<file path="config.mk">
export PLATFORM = sky130hd
export DESIGN_NAME = alu_mc
export DESIGN_NICKNAME = d
export VERILOG_FILES = /design/src/rtl/alu_mc_pkg.sv /design/src/rtl/alu_mc_iter.sv /design/src/rtl/alu_mc.sv
export SDC_FILE = /design/constraint.sdc
export NUM_CORES = 1
export LEC_CHECK = 0
export CAP_MARGIN = 20
export CORE_ASPECT_RATIO = 1.4
export CORE_MARGIN = 8
export CORE_UTILIZATION = 47
export CTS_CLUSTER_DIAMETER = 120
export DETAILED_ROUTE_END_ITERATION = 12
export PLACE_DENSITY = 0.66
export SETUP_SLACK_MARGIN = 0.02
export SYNTH_ARGS = -nofsm -noshare
export SYNTH_HDL_FRONTEND = slang
export SYNTH_SLANG_ARGS = --single-unit
</file>
<file path="constraint.sdc">
create_clock -name Clk -period 3.6 [get_ports Clk]
set_input_delay 0.36 -clock Clk [delete_from_list [all_inputs] [get_ports Clk]]
set_output_delay 0.36 -clock Clk [all_outputs]
set_load 0.03 [all_outputs]
</file>
<file path="src/rtl/alu_mc_pkg.sv">
// Shared opcode/state types for the multi-cycle ALU.
package alu_mc_pkg;

    typedef enum logic [3:0] {
        OP_XOR   = 4'h0,
        OP_ADD   = 4'h1,
        OP_SUB   = 4'h2,
        OP_ISZ   = 4'h3,
        OP_NOT   = 4'h4,
        OP_POPC  = 4'h5,
        OP_LT    = 4'h6,
        OP_EQ    = 4'h7,
        OP_MOV   = 4'h8,
        OP_SHIFT = 4'h9,
        OP_ADDI  = 4'hA,
        OP_SUBI  = 4'hB,
        OP_MUL   = 4'hC
    } op_t;

    typedef enum logic {IDLE, RUN} state_t;

    // A zero-distance shift completes in the single-cycle path.
    function automatic logic is_iter(op_t op, logic imm_nz);
        return (op == OP_POPC) || (op == OP_MUL) || ((op == OP_SHIFT) && imm_nz);
    endfunction

endpackage

</file>
<file path="src/rtl/alu_mc_iter.sv">
// Iterative engine for POPC / SHIFT / MUL: one bit per step, next result exposed combinationally.
module alu_mc_iter
    import alu_mc_pkg::*;
#(
    parameter int W    = 8,
    parameter int IMMW = 3
) (
    input  logic            clk,
    input  logic            rst,
    input  logic            load,
    input  logic            step,
    input  op_t             op,
    input  logic [W-1:0]    a,
    input  logic [W-1:0]    b,
    input  logic [IMMW-1:0] imm,
    output logic            last,
    output logic [W-1:0]    nxt_rslt,
    output logic            nxt_sco
);
    localparam int CNTW = $clog2(W + 1);

    logic [CNTW-1:0] cnt;
    op_t             mode;
    logic            left;
    logic [W-1:0]    sh, mp, sh_n;
    logic [2*W-1:0]  mc, acc, acc_n;
    logic [IMMW:0]   imm_x, mag;

    always_comb begin
        imm_x = {imm[IMMW-1], imm};
        mag   = imm[IMMW-1] ? (~imm_x + 1'b1) : imm_x;
        sh_n  = left ? {sh[W-2:0], 1'b0} : {1'b0, sh[W-1:1]};
        acc_n = acc;
        case (mode)
            OP_POPC: acc_n = acc + (2*W)'(sh[0]);
            OP_MUL:  acc_n = mp[0] ? (acc + mc) : acc;
            default: acc_n = acc;
        endcase
        nxt_rslt = '0;
        nxt_sco  = 1'b0;
        case (mode)
            OP_POPC:  nxt_rslt = acc_n[W-1:0];
            OP_SHIFT: begin
                nxt_rslt = sh_n;
                nxt_sco  = left ? sh[W-1] : sh[0];
            end
            OP_MUL: begin
                nxt_rslt = acc_n[W-1:0];
                nxt_sco  = |acc_n[2*W-1:W];
            end
            default: ;
        endcase
        last = (cnt == CNTW'(1));
    end

    always_ff @(posedge clk or posedge rst) begin
        if (rst) begin
            cnt  <= '0;
            mode <= OP_XOR;
            left <= 1'b0;
            sh   <= '0;
            mp   <= '0;
            mc   <= '0;
            acc  <= '0;
        end else if (load) begin
            mode <= op;
            left <= (op == OP_SHIFT) && !imm[IMMW-1];
            sh   <= a;
            mp   <= b;
            mc   <= {{W{1'b0}}, a};
            acc  <= '0;
            cnt  <= (op == OP_SHIFT) ? CNTW'(mag) : CNTW'(W);
        end else if (step) begin
            sh  <= sh_n;
            acc <= acc_n;
            mc  <= mc << 1;
            mp  <= mp >> 1;
            cnt <= cnt - 1'b1;
        end
    end

endmodule

</file>
<file path="src/rtl/alu_mc.sv">
// Multi-cycle ALU top: Start/Done handshake, single-cycle datapath and registered outputs.
module alu_mc
    import alu_mc_pkg::*;
#(
    parameter int W    = 8,
    parameter int IMMW = 3
) (
    input  logic            Clk,
    input  logic            Reset,
    input  logic            Start,
    input  logic [3:0]      Aluop,
    input  logic [IMMW-1:0] Imm,
    input  logic [W-1:0]    DatA,
    input  logic [W-1:0]    DatB,
    output logic            Busy,
    output logic            Done,
    output logic [W-1:0]    Rslt,
    output logic            SCo,
    output logic            Jen,
    output logic            Zero,
    output logic            Par
);
    state_t       state, state_n;
    op_t          op;
    logic         accept, iter_go, last, nxt_sco, sc_jen;
    logic [W-1:0] nxt_rslt;
    logic [W:0]   sc_sum, zimm;

    assign op      = op_t'(Aluop);
    assign accept  = Start && (state == IDLE);
    assign iter_go = accept && is_iter(op, |Imm);
    assign Busy    = (state == RUN);
    assign Zero    = (Rslt == '0);
    assign Par     = ^Rslt;
    assign zimm    = (W+1)'(Imm);

    // Bit W of sc_sum is the carry/borrow out.
    always_comb begin
        sc_sum = '0;
        sc_jen = 1'b0;
        case (op)
            OP_XOR:   sc_sum = {1'b0, DatA ^ DatB};
            OP_ADD:   sc_sum = {1'b0, DatA} + {1'b0, DatB};
            OP_SUB:   sc_sum = {1'b0, DatA} - {1'b0, DatB};
            OP_ISZ:   sc_sum = (W+1)'(DatA == '0);
            OP_NOT:   sc_sum = {1'b0, ~DatA};
            OP_LT:    sc_jen = (DatA < DatB);
            OP_EQ:    sc_jen = (DatA == DatB);
            OP_MOV:   sc_sum = {1'b0, DatA};
            OP_SHIFT: sc_sum = {1'b0, DatA};
            OP_ADDI:  sc_sum = {1'b0, DatA} + zimm;
            OP_SUBI:  sc_sum = {1'b0, DatA} - zimm;
            default:  ;
        endcase
    end

    always_comb begin
        state_n = state;
        case (state)
            IDLE:    if (iter_go) state_n = RUN;
            RUN:     if (last) state_n = IDLE;
            default: state_n = IDLE;
        endcase
    end

    always_ff @(posedge Clk or posedge Reset) begin
        if (Reset) state <= IDLE;
        else       state <= state_n;
    end

    always_ff @(posedge Clk or posedge Reset) begin
        if (Reset) begin
            Done <= 1'b0;
            Rslt <= '0;
            SCo  <= 1'b0;
            Jen  <= 1'b0;
        end else begin
            Done <= 1'b0;
            if (state == RUN && last) begin
                Done <= 1'b1;
                Rslt <= nxt_rslt;
                SCo  <= nxt_sco;
                Jen  <= 1'b0;
            end else if (accept && !iter_go) begin
                Done <= 1'b1;
                Rslt <= sc_sum[W-1:0];
                SCo  <= sc_sum[W];
                Jen  <= sc_jen;
            end
        end
    end

    alu_mc_iter #(.W(W), .IMMW(IMMW)) u_iter (
        .clk      (Clk),
        .rst      (Reset),
        .load     (iter_go),
        .step     (state == RUN),
        .op       (op),
        .a        (DatA),
        .b        (DatB),
        .imm      (Imm),
        .last     (last),
        .nxt_rslt (nxt_rslt),
        .nxt_sco  (nxt_sco)
    );

endmodule
</file>
=== Yosys cells after proc, flatten, opt, wreduce, memory -nomap -nowiden ===
Index checks and enable logic that the tools add are counted.

* Order comparisons: 1
* Bitwise gates (word level): 4
* Eq/ne operators: 17
* Mux-type cells: 31
* Reduce and logical (&&, ||, !) cells: 20
* Add/sub/neg operators: 8

{| class="wikitable"
|+ Operator list
! kind !! number
|-
| 16-bit 2-to-1 mux || 5
|-
| 9-bit one-hot mux with 8 select lines || 1
|-
| 8-bit 2-to-1 mux || 7
|-
| 16-bit one-hot mux with 2 select lines || 1
|-
| 4-bit == test, second input constant || 7
|-
| 4-bit by 3-bit == test with 1-bit output, second input constant || 5
|-
| 16-bit by 1-bit adder with 16-bit output || 1
|-
| 16-bit adder || 1
|-
| 8-bit zero test || 2
|-
| 4-bit 2-to-1 mux || 4
|-
| 8-bit one-hot mux with 2 select lines || 1
|-
| 8-bit by 3-bit adder with 9-bit output || 1
|-
| 8-bit by 8-bit adder with 9-bit output || 1
|-
| 1-bit 2-to-1 mux || 9
|-
| 8-bit by 3-bit subtractor with 9-bit output || 1
|-
| 8-bit by 8-bit subtractor with 9-bit output || 1
|-
| 4-bit by 1-bit == test with 1-bit output, second input constant || 2
|-
| 4-bit by 2-bit == test with 1-bit output, second input constant || 2
|-
| 8-bit == test || 1
|-
| 8-bit < comparator || 1
|-
| 8-bit NOT || 1
|-
| 8-bit OR reduction || 1
|-
| 8-bit parity || 1
|-
| 8-bit XOR || 1
|-
| 12 further kinds || 23
|}

* Register bits after elaboration: 69
* Word-level logic and storage cells: 93
* Input bits: 26

=== Longest topological paths before layout ===
Gate-level depths: netlist of run 1.

* Word-level depth: 8
* Gate-level depth with buffers: 16
* Mapped depth without buffers: 16

=== Cells and area by module ===
Synthesis of run 1 repeated with hierarchy kept, for this count alone.

* Cells, all modules: 742
* Area total of the unflattened synthesis: 6122.1 um^2

{| class="wikitable"
|+ By module, submodules not included
! module !! instances !! sequential area each (um^2) !! cells an instance !! area an instance (um^2)
|-
| alu_mc_iter || 1 || 1426.4 || 479 || 4068.9
|-
| alu_mc || 1 || 300.3 || 263 || 2053.2
|}

=== Least setup slack after synthesis of run 1 ===
Ideal clock, no wire load.

* Kind: input to register
* Start point: in Aluop[2]
* End point: reg SCo
* Setup slack: 0.651 ns
* Stages on the path: 15
* Data arrival time: 2.863 ns
* Library setup time: 0.086 ns
* Data required time: 3.514 ns
* Cell sequence: buf_2 > nor2b_1 > and2_0 > o21ai_0 > ha_1 > fa_1 > nor2b_1 > o2111ai_1 > nand4_1 > o211ai_1 > xor2_1 > o31a_1 > nand3_1 > nor2_1 > a32oi_1

* Cells in the longest elaborated chain, start to end: 7
* Elaborated cells between the ends (all ways): 22
* Classes of those cells: eq/ne (10); mux (3); reduce/logical (9)

{| class="wikitable"
|+ RTL lines
! element !! RTL line !! source
|-
| from (decl) || alu_mc.sv:11 || <nowiki>input logic [3:0] Aluop,</nowiki>
|-
| branches (longest 7 deep; another with 9-bit one-hot mux with 8 select lines) || n/a ||
|-
| to (signal assigned) || alu_mc.sv:82 || <nowiki>SCo <= nxt_sco;</nowiki>
|-
| to (signal assigned) || alu_mc.sv:87 || <nowiki>SCo <= sc_sum[W];</nowiki>
|-
| to (decl) || alu_mc.sv:18 || <nowiki>output logic SCo,</nowiki>
|}

Several ways; the timed one is not identified. The select of a mux whose other input is x is not followed.
A chain may end at the register's enable or synchronous reset.

=== Worst setup path after layout of run 1 ===
* Start point: in Imm[1]
* End point: reg Rslt[7]

* Cells in the longest elaborated chain, start to end: 7
* Elaborated cells between the ends (all ways): 12
* Classes of those cells: add/sub (2); mux (3); reduce/logical (7)

{| class="wikitable"
|+ RTL lines
! element !! RTL line !! source
|-
| from (decl) || alu_mc.sv:12 || <nowiki>input logic [IMMW-1:0] Imm,</nowiki>
|-
| branches (longest 7 deep; another with 8-bit by 3-bit subtractor with 9-bit output) || n/a ||
|-
| to (signal assigned) || alu_mc.sv:81 || <nowiki>Rslt <= nxt_rslt;</nowiki>
|-
| to (signal assigned) || alu_mc.sv:86 || <nowiki>Rslt <= sc_sum[W-1:0];</nowiki>
|-
| to (decl) || alu_mc.sv:17 || <nowiki>output logic [W-1:0] Rslt,</nowiki>
|}

Several ways; the timed one is not identified. The select of a mux whose other input is x is not followed.

==> results of run 1 <==
Yosys cell counts (3+ instances only):
cell type / instances
nand2_1: 90
dfrtp_1: 69
o21ai_0: 67
ha_1: 43
inv_1: 40
nor2_1: 36
a21oi_1: 33
mux2i_1: 22
clkbuf_1: 19
xnor2_1: 19
nand3_1: 18
a22oi_1: 16
nor3_1: 15
o22ai_1: 14
a21o_1: 12
and3_1: 12
nor3b_1: 10
xor2_1: 10
a221o_1: 9
a31oi_1: 8
nand4_1: 8
nor2b_1: 7
o211ai_1: 7
buf_2: 6
o221ai_1: 6
a22o_1: 5
buf_1: 5
nand2b_1: 5
o21bai_1: 5
or3_1: 5
a211oi_1: 4
a32oi_1: 4
and2_1: 4
nand3b_1: 4
o311ai_0: 4
o31ai_1: 4
a221oi_1: 3
fa_1: 3
nor4_1: 3
o21a_1: 3
o31a_1: 3
final timing paths:
check / to / cells after the start / startpoint / slack (ns)
max: Rslt[7] / 16 / Imm[1] / 0.35
min: u_iter.mp[2] / 2 / u_iter.mp[2] / 0.48
max reg2reg: SCo / 10 / u_iter.acc[1] / 0.55
min reg2reg: u_iter.mp[2] / 2 / u_iter.mp[2] / 0.48
max in group asynchronous: u_iter.left / 3 / Reset / 2.38
min in group asynchronous: u_iter.acc[1] / 3 / Reset / 0.61
per-layer routing:
metal	vias to the layer above	wire length (um)
met5	-	0
met4	0	807
met3	51	603
met2	154	9240
met1	2654	6810
li1	2633	-
state kept, by name (all words and copies together) (netlist names):
name / flops
Done: 1
u_iter.mp: 8
u_iter.mc: 16
u_iter.mode: 4
Jen: 1
u_iter.left: 1
u_iter.acc: 16
Busy: 1
Rslt: 8
SCo: 1
u_iter.cnt: 4
u_iter.sh: 8
cell families after synthesis:
group,Yosys count
AOI/OAI and AO/OA,219
xor gates and xnor gates,30
adders and majority gates,46
buffers and inverters,72
DFF,69
muxes,24
and+or+nand+nor,232
per-stage QoR:
stage | hold slack (ns) | worst slack [ns] | cell area, um2 | cells
after global routing | 0.507 | 0.110 | 6650 | 886
after CTS | 0.477 | 0.362 | 6640 | 885
final | 0.477 | 0.354 | 6650 | 886
after floorplan | 0.446 | 0.651 | 5730 | 692
after detailed placement | 0.463 | 0.0407 | 6350 | 870
after global placement | 0.460 | 0.113 | 6350 | 870
power breakdown:
part / switching (mW) / internal, mW / total [mW]
registers: 0.335 / 1.05 / 1.39
logic: 1.19 / 0.885 / 2.07
clock network: 0.327 / 0.550 / 0.877
final cells by class:
type	instances	area, um2
Tap cell	147	184
Multi-Input combinational cell	551	3720
Clock inverter	4	48.8
Timing Repair Buffer	63	571
Sequential cell	69	1730
Inverter	41	154
Fill cell	1118	5230
Clock buffer	11	243
tightest hold or removal path, delay by kind of cell, from the launching register on:
kind,cells,cell delay [ns]
DFF,1,0.34
and+or+nand+nor,2,0.11
==> metrics.md, run 1 <==
| Metric | Value |
|---|---|
| CP arrival | 3.46 ns |
| Initial antenna violation count | 0 |
| Initial DRC count | 284 |
| Vias in the first global route | around 5600 |
| PwrDens | 652 nW/um2 |
| Clock Tree Buf Depth | 2 |
| Met3 usage | slightly above 3% |
| Final ANT Viol Nets | 0 |
| Num Clock Sinks | approximately 70 |
| Largest net degree at the start of global routing | 70 |
| Vias per cell | 6.20 |
| Layer with the highest usage | met2 |
| CP max FO | 3 |
| Met1 global-route usage | 24.0% |
| CTS tree | yes |
| Mapped Cells | 692 |
| Post-Route Setup TNS | 0 ns |
| Clock latency on the worst-skew pair | 0.33 ns |
| Post-Synth Simple-Gate Area | 20.5% |
| Seq/Total Area, Yosys | between 30% and 40% |
| Syn_nets | roughly 760 |
| Cts hold-fix bufs | 0 |
| Drt wl/cell | 19.7 um |
| Peak supply drop | 0.000443 V |
| Post-Syn Area | 5730 um2 |
| WS Path Type | primary input to flip-flop |
| Layout cells sized above 1 | 6.50% |
| Tcrit/Tclk final | 90.2% |
| Post-synth EDFFs | 0 |
| GR Layer Usage met2 | 39.4% |
| Critical-path top delay cell | clkdlybuf4s50_1 |
| Status | complete, no violations |
| Worst Tran Pin Value | 0.907 ns |
| Crit path buffers/inverters | 3 |
| Max frequency | 308 MHz |
| Yosys reg bits | 69 |
| Global-route wire length before repair | 28000 um |
| Site row count | 47 |
| Design Power | 4.34 mW |
| Fin nets | 807 |
| Element type at the critical path start | primary input |
| Most frequent cells in the layout | nand2_1, dfrtp_1, o21ai_0 |
| Die area | 16000 um2 |
| GP Congestion | approximately 0.93 |
| Async SR Flop Fraction | 100% |
| WL final | 17500 um |
| Data required, critical path | 3.81 ns |
| Synth unique cells | 67 |
| Final setup violation count | 0 |
| Avg Inst Size Synth | between 8 and 9 um2 |
| Compound-Gate Fraction of Synth Area | 25.1% |
| Most common cell after layout, fill and taps aside | nand2_1 |
| Global route overflow | 0 |
| DRC | 0 |
| Slew HR | 39.5% |
| Leading area contributor after synthesis | dfrtp_1 |
| Nature of the critical path endpoint | flip-flop |
| XOR/XNOR Fraction of Synth Area | 4.72% |
| Hpwl dp | 13400 um |
| Post-layout util | 56.0% |
| Max Slew Vio Count | 0 |
| Synth Area in Adders | 10.4% |
| Number of top-level pins | 40 |
| Starting density of the core | 48.3% |
| Number of port buffers | 39 |
| Worst path cell trace | clkdlybuf4s50_1, inv_1, ha_1, mux2i_1, o21ai_0, inv_1, ha_1, nor2b_1, o21ai_0, a21boi_0, o21ai_0, nand2b_1, a31oi_1, o311ai_0, o21ai_0, nand2_1 |
| Leakage | 2.94 nW |
| CP most frequent cell | o21ai_0 |
| Post-CTS Setup Bufs | 0 |
| CP delay by family, top | compound AO/OA/AOI/OAI gates |
| Synth Flop Type | dfrtp_1 |
| Core Footprint | 11900 um2 |
| Mux share of post-synthesis cell area | 4.23% |
| DRT Pass-1 Iters | 5 |
| Critical path's largest stage delay | 0.51 ns |
| Die Wd | 109 um |
| Reg clk slew, reported paths | 0.06 ns |
| ANT cells | 0 |
| Fin Clk Skew | 0.00731 ns |
| Clk root buf | clkbuf_16 |
| Period minus WS final | 3.25 ns |
| RSZ-0062 raised after global routing | false |
| Number of max-cap violations | 0 |
| Final-report hold violation count | 0 |
| Yosys warnings | 0 |
| Number of CTS-inserted buffers | 9 |
| H-tree lvl count | 3 |
| Main combinational cell family by area after synthesis | compound AO/OA/AOI/OAI gates |
| Die span in y | 147 um |
| Vias | 5492 |
| Layout area overhead | 16.0% |
| PostCTS Resize Cnt | 0 |
| Tot GR Track Use | 22.0% |
| Area share of the leading cell type in the synthesized netlist | between 30% and 40% |
| Worst hold path class | flip-flop to flip-flop |
| Synth top area cells | dfrtp_1, ha_1, nand2_1 |
Power figures use the tool's default switching activity.
==> run 2: changes to the inputs <==
PLACE_DENSITY = 0.69   (was 0.66)
SETUP_SLACK_MARGIN = unset   (was 0.02)
clock period = 2.9 ns   (was 3.6 ns; I/O delays follow)
==> run 2 against run 1 <==
Against the previous run: register-to-register slack got worse by 0.48 ns; global-route usage rose by 1.3 points; power rose by 28%; clock power rose by 22%; non-clock buffer count rose by 64; combinational power rose by 36%; sequential share of layout area fell by 2.2 points; first-iteration DRC count rose by 13%; largest cell class unchanged; largest power group unchanged; critical path depth fell by 6; via count rose by 5.9%; die area did not move.
==> metrics.md, run 2 (synthesis gave the netlist of run 1 again) <==
| Metric | Value |
|---|---|
| Leakage | 3.29 nW (+12%) |
| Tcrit/Tclk final | 97.6% |
| Clk root buf | clkbuf_16 |
| CTS tree | yes |
| WS Path Type | flip-flop to flip-flop |
| Worst path cell trace | ha_1, nor2b_4, o31a_1, o2111a_1, or3_1, a31o_1, nor4_2, nand3_1, nor2_1, a32oi_1 |
| Number of top-level pins | 40 (unchanged) |
| Final-report hold violation count | 0 (unchanged) |
| Met1 global-route usage | 25.0% (+0.97 points) |
| Critical-path top delay cell | dfrtp_1 |
| Fin Hold WS | 0.383 ns (-0.0939 ns) |
| Cts hold-fix bufs | 0 (unchanged) |
| Die span in y | 147 um (unchanged) |
| GR Layer Usage met2 | 41.3% (+2.0 points) |
| RSZ-0062 raised after global routing | true |
| Num Clock Sinks | 69 (unchanged) |
| Most common cell after layout, fill and taps aside | nand2_1 |
| Layout cells sized above 1 | 16.9% (+10 points) |
| H-tree lvl count | 3 (unchanged) |
| Drt wl/cell | 19.3 um (-2.4%) |
| Setup WS pre-CTS | -0.425 ns (-0.465 ns) |
| Slew HR | 48.7% (+9.2 points) |
| Starting density of the core | 48.3% (unchanged) |
| Worst hold path class | primary input to async pin |
| Clock latency on the worst-skew pair | 0.33 ns (about the same) |
| Die area | 16000 um2 (unchanged) |
| Status | complete, no violations |
| Peak supply drop | 0.000417 V (-6.0%) |
| Critical path's largest stage delay | 0.41 ns (-0.10 ns) |
| Global route overflow | 0 (unchanged) |
| Largest regs | u_iter.acc (16), u_iter.mc (16) |
| Layer with the highest usage | met2 |
| Final setup violation count | 0 (unchanged) |
| Core Footprint | 11900 um2 (unchanged) |
| ANT cells | 0 (unchanged) |
| Most frequent cells in the layout | nand2_1, buf_4, dfrtp_1 |
| Initial antenna violation count | 0 (unchanged) |
| Crit path buffers/inverters | 0 (-3) |
| Largest net degree at the start of global routing | 55 (-21%) |
| PwrDens | 769 nW/um2 (+18%) |
| Placed cell areas | 6850 um2 (+7.8%) |
| Layout area overhead | 26.5% |
| Global-route wire length before repair | 30000 um (+6.9%) |
| Vias in the first global route | 6044 (+8.3%) |
| Tot GR Track Use | 23.4% (+1.3 points) |
| Max Slew Vio Count | 0 (unchanged) |
| Post-Route Setup TNS | 0 ns (unchanged) |
| DRC | 0 (unchanged) |
| Site row count | 47 (unchanged) |
| Number of port buffers | 39 (unchanged) |
| CP delay by family, top | simple AND/OR/NAND/NOR gates |
| Reg clk slew, reported paths | 0.06 ns (about the same) |
| Max frequency | 353 MHz |
| Final ANT Viol Nets | 0 (unchanged) |
| CP arrival | 3.02 ns (-0.44 ns) |
| Fin Clk Skew | 0.00952 ns (+0.00220 ns) |
| Clock Tree Buf Depth | 2 (unchanged) |
| WL final | 18300 um (+4.7%) |
| Number of max-cap violations | 0 (unchanged) |
| Initial DRC count | 322 (+13%) |
| Fin area | 7250 um2 (+9.1%) |
| Met3 usage | 3.66% (+0.57 points) |
| Hpwl dp | 14300 um (+6.3%) |
| CP max FO | 4 (+1) |
| Fin nets | 871 (+7.9%) |
| Final worst-path setup slack | 0.0688 ns (-0.285 ns) |
| Data required, critical path | 3.09 ns (-0.72 ns) |
| Period minus WS final | 2.83 ns |
| Nature of the critical path endpoint | flip-flop |
| GP Congestion | 0.921 (-1.2%) |
| Worst Tran Pin Value | 0.759 ns (-0.148 ns) |
| Number of CTS-inserted buffers | 9 (unchanged) |
| Vias per cell | 6.12 (-1.2%) |
| Die Wd | 109 um (unchanged) |
| Element type at the critical path start | flip-flop |
| DRT Pass-1 Iters | 5 (unchanged) |
| Vias | 5817 (+5.9%) |
## run 2: changes by cell type in the layout (fill, tap and decap cells not counted), moves of 3 or more
cell | previous run | this run
buf_4 | 24 | 85
o21ai_0 | 67 | 61
o21ai_1 | 0 | 5
ha_1 | 43 | 40
ha_2 | 0 | 3
## run 2: layout make-up
cell class / count / area (um2)
multi-input combinational: 551 / 3830
clock inverter: 5 / 52.6
fill: 1081 / 4630
clock buffer: 10 / 229
tap: 147 / 184
sequential: 69 / 1730
inverter: 41 / 154
timing repair buffer: 127 / 1080
## run 2: repair_timing
action | CTS | global route
setup endpoints to repair | 3 | 5
pin swaps | 12 | 12
gates resized for setup | 15 | 23
setup buffers | 1 | 1
endpoints found under the hold margin | 0 | 0
## run 2: stage by stage
step / cells / total power [mW] / utilization [%]
2_1_floorplan: 692 / 3.44 / -
3_3_place_gp: 933 / 4.34 / 57.6
3_5_place_dp: 933 / 4.43 / 57.6
4_1_cts: 949 / 5.54 / 60.4
5_1_grt: 950 / 5.95 / 61.0
6_report: 950 / 5.57 / 61.0
## run 2: final timing paths
kind,from,endpoint,slack (ns),depth (start not counted)
worst max-delay path,u_iter.mc[2],SCo,0.07,10
worst min-delay path,Reset,u_iter.acc[1],0.38,2
worst max register to register,u_iter.mc[2],SCo,0.07,10
worst min register to register,u_iter.mp[5],u_iter.mp[5],0.49,2
max in group asynchronous,Reset,u_iter.cnt[3],1.84,3
min in group Clk,Imm[0],u_iter.cnt[0],0.47,4
## run 2: routing by layer
layer | part of all wire (%) | up-vias | wire length [um]
li1 | - | 2766 | -
met1 | 38 | 2772 | 6960
met2 | 53 | 215 | 9750
met3 | 4.1 | 64 | 746
met4 | 4.5 | 0 | 832
met5 | 0 | - | 0
## run 2: report_power, final
part           total, mW  switching, mW  internal [mW]
Sequential          1.68          0.373           1.31
Clock               1.07          0.412          0.656
Combinational       2.82           1.57           1.25
Total               5.57           2.36           3.22
## run 2: worst register-to-register path, delay by kind of cell, from the launching register on
family / cells / cell delay (ns)
compound gates: 4 / 0.91
flops: 1 / 0.41
simple gates: 5 / 1.01
fa+ha+maj: 1 / 0.36
